--- config.mk ---
export PLATFORM = sky130hd
export DESIGN_NAME = poseidon_arbiter
export DESIGN_NICKNAME = d
export VERILOG_FILES = /design/src/rtl/poseidon_arbiter.sv
export SDC_FILE = /design/constraint.sdc
export NUM_CORES = 1
export LEC_CHECK = 0
export CAP_MARGIN = 15
export CORE_AREA = 2 2 715 717
export CTS_CLUSTER_DIAMETER = 80
export DETAILED_ROUTE_END_ITERATION = 16
export DIE_AREA = 0 0 717 719
export PLACE_DENSITY = 0.3
export SLEW_MARGIN = 5
export SYNTH_ARGS = -nofsm -noshare
export SYNTH_HDL_FRONTEND = slang
export SYNTH_SLANG_ARGS = --single-unit
--- constraint.sdc ---
create_clock -name clk -period 3.3 [get_ports clk]
set_input_delay 0.66 -clock clk [delete_from_list [all_inputs] [get_ports clk]]
set_output_delay 0.66 -clock clk [all_outputs]
set_load 0.02 [all_outputs]
--- src/rtl/poseidon_arbiter.sv ---
// Shares one Poseidon hash core between NUM_REQ requester streams: whole frames are granted
// round-robin and an in-order tag FIFO steers each result back. Define POSEIDON_ARB_FIXED_PRIO_EN for fixed priority.
module poseidon_arbiter #(
    parameter int NUM_REQ   = 4,
    parameter int DATA_W    = 255,
    parameter int TAG_DEPTH = 8
) (
    input  logic                       clk,
    input  logic                       resetn,
    input  logic [NUM_REQ-1:0]         req_valid,
    output logic [NUM_REQ-1:0]         req_ready,
    input  logic [NUM_REQ-1:0]         req_last,
    input  logic [NUM_REQ*DATA_W-1:0]  req_payload,
    output logic                       core_in_valid,
    input  logic                       core_in_ready,
    output logic                       core_in_last,
    output logic [DATA_W-1:0]          core_in_payload,
    input  logic                       core_out_valid,
    output logic                       core_out_ready,
    input  logic                       core_out_last,
    input  logic [DATA_W-1:0]          core_out_payload,
    output logic [NUM_REQ-1:0]         rsp_valid,
    input  logic [NUM_REQ-1:0]         rsp_ready,
    output logic                       rsp_last,
    output logic [DATA_W-1:0]          rsp_payload,
    output logic [$clog2(TAG_DEPTH):0] inflight,
    output logic                       err
);
    localparam int IDX_W = $clog2(NUM_REQ);
    localparam int PTR_W = $clog2(TAG_DEPTH);
    localparam int CNT_W = PTR_W + 1;

    typedef enum logic {
        S_IDLE,
        S_SEND
    } state_e;

    state_e           state_q, state_d;
    logic [IDX_W-1:0] grant_q, grant_d;
    logic [IDX_W-1:0] rr_ptr_q, rr_ptr_d;
    logic [IDX_W-1:0] tag_mem_q [TAG_DEPTH];
    logic [PTR_W-1:0] wr_ptr_q, rd_ptr_q;
    logic [CNT_W-1:0] count_q;
    logic             err_q;

    logic             fifo_empty, fifo_full;
    logic             push, pop;
    logic [IDX_W-1:0] winner, head;
    logic [IDX_W-1:0] cand;

    assign fifo_empty = (count_q == '0);
    assign fifo_full  = (count_q == CNT_W'(TAG_DEPTH));
    assign head       = tag_mem_q[rd_ptr_q];

    // Iterating from the far end lets the nearest valid candidate overwrite the others.
    always_comb begin
        winner = '0;
        cand   = '0;
`ifdef POSEIDON_ARB_FIXED_PRIO_EN
        for (int i = NUM_REQ - 1; i >= 0; i--) begin
            cand = IDX_W'(i);
            if (req_valid[cand]) winner = cand;
        end
`else
        for (int k = NUM_REQ - 1; k >= 0; k--) begin
            cand = IDX_W'((int'(rr_ptr_q) + k) % NUM_REQ);
            if (req_valid[cand]) winner = cand;
        end
`endif
    end

    // NOTE: every combinational output gets a default first so no path can infer a latch.
    always_comb begin
        state_d  = state_q;
        grant_d  = grant_q;
        rr_ptr_d = rr_ptr_q;
        push     = 1'b0;
        case (state_q)
            S_IDLE: begin
                if ((|req_valid) && !fifo_full) begin
                    state_d = S_SEND;
                    grant_d = winner;
                    push    = 1'b1;
`ifdef POSEIDON_ARB_FIXED_PRIO_EN
                    rr_ptr_d = '0;
`else
                    rr_ptr_d = (winner == IDX_W'(NUM_REQ - 1)) ? '0 : winner + 1'b1;
`endif
                end
            end
            S_SEND: begin
                if (core_in_valid && core_in_ready && core_in_last) state_d = S_IDLE;
            end
            default: state_d = S_IDLE;
        endcase
    end

    always_comb begin
        req_ready       = '0;
        core_in_valid   = 1'b0;
        core_in_last    = 1'b0;
        core_in_payload = req_payload[grant_q*DATA_W +: DATA_W];
        if (state_q == S_SEND) begin
            core_in_valid      = req_valid[grant_q];
            core_in_last       = req_last[grant_q];
            req_ready[grant_q] = core_in_ready;
        end
    end

    // Results are routed to the oldest outstanding tag; nothing is accepted with no tag pending.
    always_comb begin
        rsp_valid      = '0;
        core_out_ready = 1'b0;
        if (!fifo_empty) begin
            rsp_valid[head] = core_out_valid;
            core_out_ready  = rsp_ready[head];
        end
    end

    assign pop         = core_out_valid && core_out_ready && core_out_last;
    assign rsp_last    = core_out_last;
    assign rsp_payload = core_out_payload;
    assign inflight    = count_q;
    assign err         = err_q;

    // NOTE: state registers use non-blocking assignments so every flop samples pre-edge values.
    always_ff @(posedge clk) begin
        if (!resetn) begin
            state_q  <= S_IDLE;
            grant_q  <= '0;
            rr_ptr_q <= '0;
            wr_ptr_q <= '0;
            rd_ptr_q <= '0;
            count_q  <= '0;
            err_q    <= 1'b0;
        end else begin
            state_q  <= state_d;
            grant_q  <= grant_d;
            rr_ptr_q <= rr_ptr_d;
            wr_ptr_q <= wr_ptr_q + PTR_W'(push);
            rd_ptr_q <= rd_ptr_q + PTR_W'(pop);
            count_q  <= count_q + CNT_W'(push) - CNT_W'(pop);
            if (fifo_empty && core_out_valid) err_q <= 1'b1;
        end
    end

    // NOTE: tag storage is not reset; an entry is only read after it has been written.
    always_ff @(posedge clk) begin
        if (push) tag_mem_q[wr_ptr_q] <= winner;
    end

endmodule
* Word-level counts from Yosys, hierarchy flattened *
Memories as Yosys holds them, arrays and structs flattened. A register that Yosys moved wholly into a read port is not among the register bits.
Index checks and enable logic that the tools add are counted.

word-level totals
  register bits = 16
  bits in latches = 0
  RAM bits = 16
  memory bits (read-only) = 0
  input bits = 1292
  output and inout port bits = 527
  logic and storage cells = 78
  memories = 1

cells by class
  add/subtract/negate cells = 8
  multiply operators = 1
  divide/modulo/power cells = 0
  magnitude comparators = 8
  equality and inequality tests = 2
  shift operators = 1
  muxes and demuxes = 35
  bitwise logic cells = 3
  reductions and logical operators = 12

memory list
  name       depth  bits a word  read ports  clocked after Yosys merged registers in  wr ports  line  text
  tag_mem_q  8      2            1           1                                        1         41    logic [IDX_W-1:0] tag_mem_q [TAG_DEPTH];

operators with widths
  kind                                                                                 count
  1020-bit by 11-bit variable part select with 255-bit output                          1
  2-bit by 3-bit less-than comparator with 1-bit output, second input constant         6
  1-bit two-way mux                                                                    17
  1-bit binary-select mux with 2-bit select                                            7
  2-bit by 8-bit multiplier with 10-bit output, second input constant                  1
  2-bit two-way mux                                                                    5
  4-bit AND                                                                            2
  1-bit logical AND                                                                    8
  4-bit two-way mux                                                                    2
  3-bit by 1-bit adder with 3-bit output                                               2
  2-bit by 1-bit adder with 2-bit output, second input constant                        2
  2-bit adder, second input constant                                                   2
  4-bit by 1-bit adder with 4-bit output                                               1
  1-bit demux with 2-bit select                                                        2
  4-bit equality test, second input constant                                           1
  2-bit by 1-bit greater-or-equal comparator with 1-bit output, second input constant  2
  4-bit logical NOT                                                                    1
  4-bit OR reduction                                                                   1
  4-bit by 1-bit subtractor with 4-bit output                                          1
  3-bit two-way mux                                                                    1
  2-bit equality test, second input constant                                           1
  1-bit case mux with 2 select lines                                                   1
  2-bit AND reduction                                                                  1
  1-bit logical NOT                                                                    1
  1-bit inverter                                                                       1

* Depth between registers and ports, before layout *
  depth after elaboration = 9
  depth in mapped cells = 12
  mapped depth without buffers = 12

* Worst setup path after synthesis *
OpenSTA, ideal clock, no wires.

  path kind = register -> register
  start = register, netlist name rd_ptr_q[0]
  end = register count_q[2] (netlist: inflight[2])
  setup time = 0.115 ns
  data arrival time = 3.079 ns
  data required time = 3.185 ns
  path slack = 0.106 ns
  cell stages (with the launch flop) = 12
  path buffers = 1
  clock period less this slack = 3.194 ns
  cell sequence = dfxtp_1 > buf_6 > mux2_1 > mux4_2 > mux4_2 > and3_1 > ha_1 > inv_1 > ha_1 > fa_1 > xor2_1 > and2_1

RTL lines
  item                  line  text
  to (signal assigned)  142   count_q <= count_q + CNT_W'(push) - CNT_W'(pop);
  to (decl)             43    logic [CNT_W-1:0] count_q;

==> flow_metrics.py <==
metrics = {
    "critical_path": {
        "worst_r2r_startpoint": "rd_ptr_q[0]",
        "reg2regPathDepth": 12,
        "worst-setup-path-type": "reg2reg",
        "cp-start-kind": "flop",
        "cp-startpoint": "rd_ptr_q[0]",
        "slowest_stage": "sky130_fd_sc_hd__mux4_2",
        "rrSetupSlack_ns": 0.13,
        "worstPathMaxFanout": 6,
        "cp.arrival_ns": 3.39,
        "path_cells": "mux2_4 -> mux4_2 -> mux4_2 -> and3_4 -> ha_4 -> inv_1 -> ha_2 -> buf_4 -> a21o_1 -> a21oi_2 -> xor2_1 -> and2_1",
        "critPathTopFamily": "multiplexers",
        "r2r-end": "inflight[3]",
        "setup.worst_path.end_class": "flop",
        "worst_path_largest_cell_delay_ns": 0.51,
        "critical_path_buf_inv_count": 2,
        "most_common_cell_type_on_the_critical_path": "sky130_fd_sc_hd__mux4_2",
        "worstPathRequired_ns": 3.52,
    },
    "synthesis": {
        "synth-seq-area-share_pct": 8.359,
        "synth_top_cells_by_area": "sky130_fd_sc_hd__mux4_2 (61%), sky130_fd_sc_hd__buf_4 (20%), sky130_fd_sc_hd__edfxtp_1 (5.0%), sky130_fd_sc_hd__dfxtp_1 (3.3%), sky130_fd_sc_hd__buf_2 (1.3%)",
        "mappedNetlistArea_mm2": 0.009579,
        "yosys.area.top_type_share_pct": 61.36,
        "yosysUniqueCellTypes": 41,
        "netlist_instances": 711,
        "synth_ff_type": "sky130_fd_sc_hd__edfxtp_1",
        "ys_ff_latch": 32,
        "yosys.area.top_type": "sky130_fd_sc_hd__mux4_2",
        "syn_nets": 2014,
        "yosysWarningCount": 0,
        "synth_enable_flop_cells": 16,
        "share_of_async_settable_or_async_resettable_flops_after_synthesis_pct": 0,
        "postSynthAreaPerCell_um2": 13.47,
    },
    "sta": {
        "timing_worst_slew_pin_value_ns": 1.009,
        "final.min_clock_period_ns": 3.171,
        "postLayoutSetupSlackWorst_ns": 0.1288,
        "report.final.setup_viol": 0,
        "slew_viol_final": 0,
        "timing.slew.headroom_pct": 32.65,
        "hold_slack_ns": 0.5866,
        "timing.setup.tns_ns": 0,
        "finalClockSkew_ns": 0.005748,
        "final_hold_viol_count": 0,
        "setup_repair_after_global_routing_missed_its_margin": "false",
        "clock.fmax_ghz": 0.3153,
        "timing.final.crit_share_pct": 96.10,
    },
    "clock_network": {
        "clk_root_buffer_cell": "sky130_fd_sc_hd__clkbuf_16",
        "worstSkewPairLatency_ns": 0.28,
        "deepest_level_of_the_cts_h_tree": 2,
        "cts_hold_repair.buffers": 0,
        "cts.reportedPaths.clkPinSlew_ns": 0.05,
        "total_clock_buffers_created_by_cts": 5,
        "clk_path_buf_depth": 2,
        "clock_tree_from_tritoncts": "built",
        "cts.sinks": 32,
    },
    "grt": {
        "grt_use_total_pct": 15.46,
        "via_count_of_the_first_global_routing_pass": 14930,
        "grt_first_pass_wirelength_um": 449500,
        "grt-ovfl-total": 0,
        "grt_start_max_net_pins": 33,
        "antenna_found_initial": 602,
    },
    "outcome": {
        "run_status": "complete, but fails checks",
        "violations_in_the_final_reports": "antenna violations",
    },
    "layout": {
        "design.final.nets": 3060,
        "final_common_cell": "sky130_fd_sc_hd__clkdlybuf4s50_1",
        "drive_gt1_share_pct": 28.78,
        "syn_to_final_growth_pct": 218.8,
        "most-common-layout-cells": "sky130_fd_sc_hd__clkdlybuf4s50_1 (1132), sky130_fd_sc_hd__mux4_2 (261), sky130_fd_sc_hd__buf_4 (132)",
    },
    "die": {
        "row_count": 262,
        "die_area_mm2": 0.5155,
        "die_width_um": 717,
        "core_area_mm2": 0.5078,
        "die-height_um": 719,
        "initial_utilization_pct": 1.886,
        "io-pin-count": 1819,
    },
    "worst_hold_path": {
        "holdPathEnd": "rr_ptr_q[0]",
        "worstHoldPathCells": 2,
        "min_from": "rr_ptr_q[0]",
        "worst_hold_path_type": "reg2reg",
    },
    "power": {
        "ir_worst_vdd_mv": 0.1660,
        "design_power_total_mw": 11.94,
        "pwr_density_cell_mw_per_mm2": 390.9,
        "total_leakage_power_nw": 7.992,
    },
    "detailed_routing": {
        "first_iter_violations": 1229,
        "detail-route-antenna-nets": 1,
        "route.detailed.drc": 0,
        "drt_first_pass_iters": 5,
        "route.detailed.wl_per_inst_um": 47.78,
        "viasPerCell": 1.886,
        "via_count": 16300,
        "route.final.wire_length_um": 412900,
    },
    "place": {
        "gp_congestion": 0.9802,
        "hpwlAfterDp_um": 398000,
        "detailedPlace.worstSlack_ns": -0.1337,
        "port-buffer-count": 1308,
    },
    "run": {
        "cap_violations": 0,
    },
}
[sequential cells by signal, summed over array words and instances, names as in the netlist]
| signal | cells |
|---|---|
| wr_ptr_q | 3 |
| rd_ptr_q | 3 |
| tag_mem_q | 16 |
| grant_q | 2 |
| rr_ptr_q | 2 |
| state_q | 1 |
| inflight | 4 |
| err | 1 |
[routing by layer]
metal  wire length [um]  share of wire, %  vias to the layer above  GRT usage [%]
met3              67690                16                     1116          11.55
met2             196700                48                     2560          26.72
li1                   -                 -                     4950              -
met4              13720               3.3                      226          2.966
met5               2427              0.59                        -          1.382
met1             132300                32                     7448          14.56
[layout make-up]
type,count,area (um^2)
Timing Repair Buffer,1357,14180
Clock buffer,7,132.6
Tap cell,6732,8423
Inverter,8,30.03
Antenna cell,152,380.4
Multi-Input combinational cell,353,6585
Sequential cell,32,812.0
Fill cell,59410,477200
Clock inverter,1,3.754
[metrics by stage]
stage | util (%) | std cells | area, um^2
4_1_cts | 5.935 | 8490 | 30140
2_1_floorplan | - | 711 | 9579
3_3_place_gp | 5.901 | 8480 | 29960
6_report | 6.015 | 8642 | 30540
3_5_place_dp | 5.901 | 8480 | 29960
5_1_grt | 5.980 | 8572 | 30370
[power by group]
| group | switching, mW | internal [mW] | total [mW] | leakage [nW] |
|---|---|---|---|---|
| logic | 5.86 | 4.98 | 10.8 | 7.64 |
| registers | 0.131 | 0.529 | 0.660 | 0.281 |
| clock network | 0.163 | 0.277 | 0.440 | 0.0665 |
[logic make-up after synthesis]
| family | count (synthesis) | share of synthesized area [%] |
|---|---|---|
| compound gates | 15 | 1.032 |
| xor+xnor | 4 | 0.3657 |
| fa+ha+maj | 11 | 1.515 |
| mux | 267 | 62.17 |
| simple gates | 56 | 3.344 |
| flops | 32 | 8.359 |
| buf+inv | 326 | 23.21 |
[worst register-to-register path, delay by kind of cell, from the launching register on]
kind                       cells  cell delay (ns)
AOI/OAI and AO/OA              2             0.31
xor gates and xnor gates       1             0.16
adders and majority gates      2             0.42
buffers and inverters          2             0.16
DFF                            1             0.39
muxes                          3             1.31
and+or+nand+nor                2             0.37
[timing repair]
action                                  CTS  global route
resized for setup                         4             5
pin swaps                                 0             3
setup buffers                             2             0
endpoints found under the setup margin    4             6
[cells in the mapped netlist (all sizes together), types with 2 or more instances]
library cell / instances
nor3: 4
clkbuf: 26
nor2b: 6
xor2: 4
mux2: 5
or2: 2
nand2: 7
buf: 292
nor4b: 2
nor3b: 4
edfxtp: 16
or3: 2
nand3: 2
nand2b: 3
and3: 3
and2: 12
o21ai: 2
a21o: 2
ha: 10
a21boi: 2
nor2: 6
inv: 8
a21oi: 5
dfxtp: 16
nor4: 2
mux4: 261
[worst max path at each step]
stage	slack, ns	to	cells after the start
2_1_floorplan	0.11	inflight[2]	11
3_3_place_gp	-0.23	inflight[3]	12
3_5_place_dp	-0.13	inflight[2]	10
4_1_cts	0.002	inflight[3]	12
5_1_grt	0.008	inflight[3]	12
6_report	0.13	inflight[3]	12
No activity file was read; power rests on OpenSTA's default activity.
